**src/rtl/eu_dispatch.sv**
```systemverilog
// rtl/eu_dispatch.sv - execution-unit dispatch: collect two operands, then issue to the ALU
//
// Pulls the head entry from the instruction queue and waits for both of its operands
// to arrive from the prepop stage. It then holds a stable issue request to the ALU
// until the ALU accepts it.
//
// Ports:
//   clk, reset                      clock; asynchronous active-high reset
//   iq_valid_i, iq_instr_i          iqueue head entry
//   iq_pop_o                        one-cycle pop pulse on ALU acceptance
//   op0/op1_data_i, _success_i      operand data and per-cycle valid
//   flush_i                         synchronous flush back to IDLE
//   alu_valid_o, alu_ready_i        issue handshake
//   alu_instr_o, alu_op0/op1_o      latched instruction and operands
//   stall_cnt_o                     saturating count of cycles spent in COLLECT
module eu_dispatch #(
  parameter int  EU_IDX              = 0,
  parameter int  STALL_W             = 8,
  parameter type type_iqueue_entry   = logic [31:0],
  parameter type type_exec_unit_data = logic [31:0]
) (
  input  logic               clk,
  input  logic               reset,
  input  logic               iq_valid_i,
  input  type_iqueue_entry   iq_instr_i,
  output logic               iq_pop_o,
  input  type_exec_unit_data op0_data_i,
  input  type_exec_unit_data op1_data_i,
  input  logic               op0_success_i,
  input  logic               op1_success_i,
  input  logic               flush_i,
  output logic               alu_valid_o,
  input  logic               alu_ready_i,
  output type_iqueue_entry   alu_instr_o,
  output type_exec_unit_data alu_op0_o,
  output type_exec_unit_data alu_op1_o,
  output logic [STALL_W-1:0] stall_cnt_o
);

  // EU_IDX only labels the instance; a negative index has nothing to build.
  if (EU_IDX < 0) begin : g_no_eu_idx
  end

  typedef enum logic [1:0] {
    IDLE    = 2'd0,
    COLLECT = 2'd1,
    ISSUE   = 2'd2
  } state_t;

  state_t             state_q, state_n;
  logic               got0_q, got1_q;
  logic               cap0, cap1;
  logic [STALL_W-1:0] stall_q;

  // A captured flag holds its data: later success pulses are dropped.
  assign cap0 = (state_q == COLLECT) && op0_success_i && !got0_q;
  assign cap1 = (state_q == COLLECT) && op1_success_i && !got1_q;

  always_comb begin
    state_n = state_q;
    case (state_q)
      IDLE:    if (iq_valid_i) state_n = COLLECT;
      // Uses this cycle's captures so same-cycle arrivals still issue next cycle.
      COLLECT: if ((got0_q || op0_success_i) && (got1_q || op1_success_i)) state_n = ISSUE;
      ISSUE:   if (alu_ready_i) state_n = IDLE;
      default: state_n = IDLE;
    endcase
    if (flush_i) state_n = IDLE;
  end

  always_ff @(posedge clk or posedge reset) begin
    if (reset) begin
      state_q     <= IDLE;
      got0_q      <= 1'b0;
      got1_q      <= 1'b0;
      stall_q     <= '0;
      alu_instr_o <= '0;
      alu_op0_o   <= '0;
      alu_op1_o   <= '0;
    end else begin
      state_q <= state_n;
      if (flush_i) begin
        got0_q  <= 1'b0;
        got1_q  <= 1'b0;
        stall_q <= '0;
      end else begin
        case (state_q)
          IDLE: begin
            if (iq_valid_i) begin
              alu_instr_o <= iq_instr_i;
              got0_q      <= 1'b0;
              got1_q      <= 1'b0;
              stall_q     <= '0;
            end
          end
          COLLECT: begin
            if (cap0) begin
              alu_op0_o <= op0_data_i;
              got0_q    <= 1'b1;
            end
            if (cap1) begin
              alu_op1_o <= op1_data_i;
              got1_q    <= 1'b1;
            end
            if (state_n == COLLECT && stall_q != {STALL_W{1'b1}})
              stall_q <= stall_q + STALL_W'(1);
          end
          default: ;
        endcase
      end
    end
  end

  assign alu_valid_o = (state_q == ISSUE);
  // Flush wins over acceptance: the entry stays in the iqueue.
  assign iq_pop_o    = alu_valid_o && alu_ready_i && !flush_i;
  assign stall_cnt_o = stall_q;

endmodule

```
**config.mk**
```make
export PLATFORM = sky130hd
export DESIGN_NAME = eu_dispatch
export DESIGN_NICKNAME = d
export VERILOG_FILES = /design/src/rtl/eu_dispatch.sv
export SDC_FILE = /design/constraint.sdc
export NUM_CORES = 1
export LEC_CHECK = 0
export ABC_AREA = 1
export CAP_MARGIN = 10
export CORE_MARGIN = 1
export CORE_UTILIZATION = 37
export DETAILED_ROUTE_END_ITERATION = 8
export HOLD_SLACK_MARGIN = 0.02
export PLACE_DENSITY = 0.78
export SLEW_MARGIN = 20
export SYNTH_ARGS = -nofsm -noshare
export SYNTH_HDL_FRONTEND = slang
export SYNTH_SLANG_ARGS = --single-unit
export TNS_END_PERCENT = 30
```
**constraint.sdc**
```tcl
create_clock -name clk -period 2.9 [get_ports clk]
set_input_delay 0.29 -clock clk [delete_from_list [all_inputs] [get_ports clk]]
set_output_delay 0.29 -clock clk [all_outputs]
set_load 0.03 [all_outputs]
```
==> results.md <==
* Number of vias per cell at around 4.7
* Vias at 3742
* Syn_nets at 553
* Avg Cell Area, Syn at roughly 9.9 sq um
* CP Max Fanout at 3
* Status: complete, but fails checks
* Power Density at 803.8 nW/um^2
* Fillcell total at approximately 990
* FF-to-FF End: alu_op1_o[31]
* Root Buffer: clkbuf_16
* Post CTS Setup Buffer Count at 0
* Vias in the first global route at approximately 3800
* Warnings, synthesis at 0
* # Max-Cap Violations at 0
* Clk network pwr share at 0.212
* H-tree Lvls at 3
* Core ar. at roughly 12000 sq um
* Hold Path Class: primary input to asynchronous set/reset pin
* Top post-synthesis cells by count: dfrtp_1, nand2_1, inv_1
* Area of the multi-input gates at 1341 sq um
* Flops & latches, synth at approximately 110
* RR Startpoint: state_q[1]
* # IOs at 209
* Clock tree buffer depth at 2
* Primary FF master, synth: dfrtp_1
* Final Hold Fails at 0
* CP max-delay cell: clkdlybuf4s50_1
* Dominant cells by area after synthesis: dfrtp_1, nand2_1, mux2_2, o21ai_1, inv_1
* Sequential power share at 0.380
* Die Height at around 110 microns
* Clock skew at 9.211 ps
* Total negative setup slack at 0 ps
* CP Data Arrival Time at 1860 ps
* Rows at 39
* Post-synth EDFFs at 0
* F_max at ~460 MHz
* Leak pwr at 3.278 nW
* First-pass GRT wire length at 18390 microns
* Share of layout cells above drive strength 1 at 0.09228
* Area leader, netlist: dfrtp_1
* Synth async-reset ratio at 1.000
* Cell chain of the critical path: or2_2 > nor3_1 > clkdlybuf4s50_1
* Final instance area at 6955 sq um
* Area taken by flip-flops and latches at roughly 2700 sq um
* Worst VDD drop at 0.3869 mV
* Cell Area, Synth at between 4000 and 5000 sq um
* Relative slew slack at 0.5926
* Worst-path clk slew at roughly 60 ps
* Count leader, synth: dfrtp_1
* Routed WL per cell at about 14 microns
* Routed Antenna Nets at 0
* Max incr delay on CP at 690 ps
* Area Overhead vs Synth at 56.59%
* # DRC at 8
* Port Buffers at about 210
* Worst-case reg-to-reg path depth at 7
* RSZ-0062 raised after global routing: false
* Skew-Pair Late Insertion Delay at about 340 ps
* Reg2reg setup slack at 910 ps
* GP Congestion at between 0.8 and 0.9
* Min Clock Period, post-route at between 2000 and 2500 ps
* Drt first pass iters at 7
* Combinational power share at 0.408
* # setup viols final at 0
* Aggregate routed wire length at 11100 microns
* Required @ worst endpoint at between 2000 and 3000 ps
* Grt ovf at 0
* CP Launch Type: flop
* CTS resizes at 0
* Worst Setup End Kind: primary output
* Net switching power at 2.019 mW
* Clock Sinks at about 110
* Initial antenna violation count at 0
* Sequential share of the synthesized area at 0.6085
* Gr usage total at 0.1866
* Final max-slew violation count at 0
* Layout net count at about 760
* P_int at roughly 3.6 mW
* DRT iter0 DRCs at between 200 and 250
* Switching Fraction at 0.3612
* Placed cell area at ~6700 sq um
* Least-Margin Pin Slew at between 600 and 700 ps
* Num CTS Buffers at 9
* Initial core utilization at 0.3841
* Yosys cell types at 24
* Failing checks: design-rule violations
* CTS tree: built
* Post-CTS Hold Buffers at 0
* Die ar. at ~12000 sq um
* Detail Placement HPWL at ~8300 microns
* Top-area cell type share of the netlist area at 0.6085
* Crit Path Class: flop to primary output
* Die width at approximately 110 microns
* Antenna diodes at 0
* Mapped Cells at approximately 450
* Tcrit/Tclk final at 0.7416
* Largest net degree at the start of global routing at ~110
## power by group through the flow
stage | Sequential [mW] | Clock, mW | Combinational (mW)
after detailed placement | 2.15 | 0 | 2.30
after global routing | 2.17 | 1.29 | 2.41
after floorplan | 2.92 | 0 | 0.430
final | 2.12 | 1.19 | 2.28
after CTS | 2.13 | 1.22 | 2.31
after global placement | 2.13 | 0 | 2.26
## flip-flops by register name (all words and copies together) (netlist names)
register,flops
stall_cnt_o,8
got0_q,1
alu_instr_o,32
got1_q,1
state_q,2
alu_op0_o,32
alu_op1_o,32
## cell families after synthesis
logic type      count (synthesis)  share of synthesized area
simple gates                  142                     0.1377
buf+inv                        96                    0.08958
fa+ha+maj                       1                   0.002816
mux                            32                    0.08113
compound gates                 70                    0.08028
flops                         108                     0.6085
## worst max-delay path: cells and delay by family, from the launching register on
kind	cells	cell delay [ps]
buffers and inverters	1	690
flip-flops	1	400
AND/OR/NAND/NOR	2	450
## worst max-delay path by stage
stage	startpoint	to	slack (ps)	depth (start not counted)
2_1_floorplan	stall_cnt_o[0]	stall_cnt_o[5]	1250	8
3_3_place_gp	flush_i	alu_op1_o[7]	790	6
3_5_place_dp	flush_i	alu_op1_o[3]	730	6
4_1_cts	state_q[0]	iq_pop_o	730	3
5_1_grt	state_q[0]	iq_pop_o	660	3
6_report	state_q[0]	iq_pop_o	750	3
## metal layers
layer  global-route usage  share of wire  up-vias
met5                    0              0        -
met1               0.2148           0.40     1766
met3              0.05934          0.070       13
met2               0.3300           0.52      139
met4              0.05856          0.012        0
li1                     -              -     1824
## placed cells by master, fill, tap and decap left out, types with 2 or more instances in the layout
master	count
nor3_1	3
o21ai_1	64
clkbuf_16	9
clkdlybuf4s50_1	208
a21oi_1	3
clkbuf_1	2
clkinvlp_4	2
dfrtp_1	108
nand2_2	2
buf_12	2
nor2_1	10
nand3_2	2
mux2_2	32
nand3_1	17
inv_1	79
nand2_1	101
buf_4	3
nor2_2	2
## cell type report
| cell class | instances | area share |
|---|---|---|
| multi-input combinational | 245 | 0.1928 |
| tap | 143 | 0.02572 |
| clock buffer | 11 | 0.03346 |
| timing repair buffer | 213 | 0.3083 |
| inverter | 80 | 0.04371 |
| sequential | 108 | 0.3886 |
| clock inverter | 4 | 0.007375 |
## through the flow
stage | util | hold WS [ps] | total power, mW | setup slack [ps] | instances
2_1_floorplan | - | 422.9 | 3.346 | 1251 | 449
3_3_place_gp | 0.5769 | 471.3 | 4.387 | 791.7 | 789
3_5_place_dp | 0.5769 | 478.2 | 4.451 | 733.5 | 789
4_1_cts | 0.6014 | 481.4 | 5.651 | 735.0 | 804
5_1_grt | 0.6014 | 484.1 | 5.873 | 659.5 | 804
6_report | 0.6014 | 443.1 | 5.591 | 749.3 | 804
No activity file was read; power rests on OpenSTA's default activity.
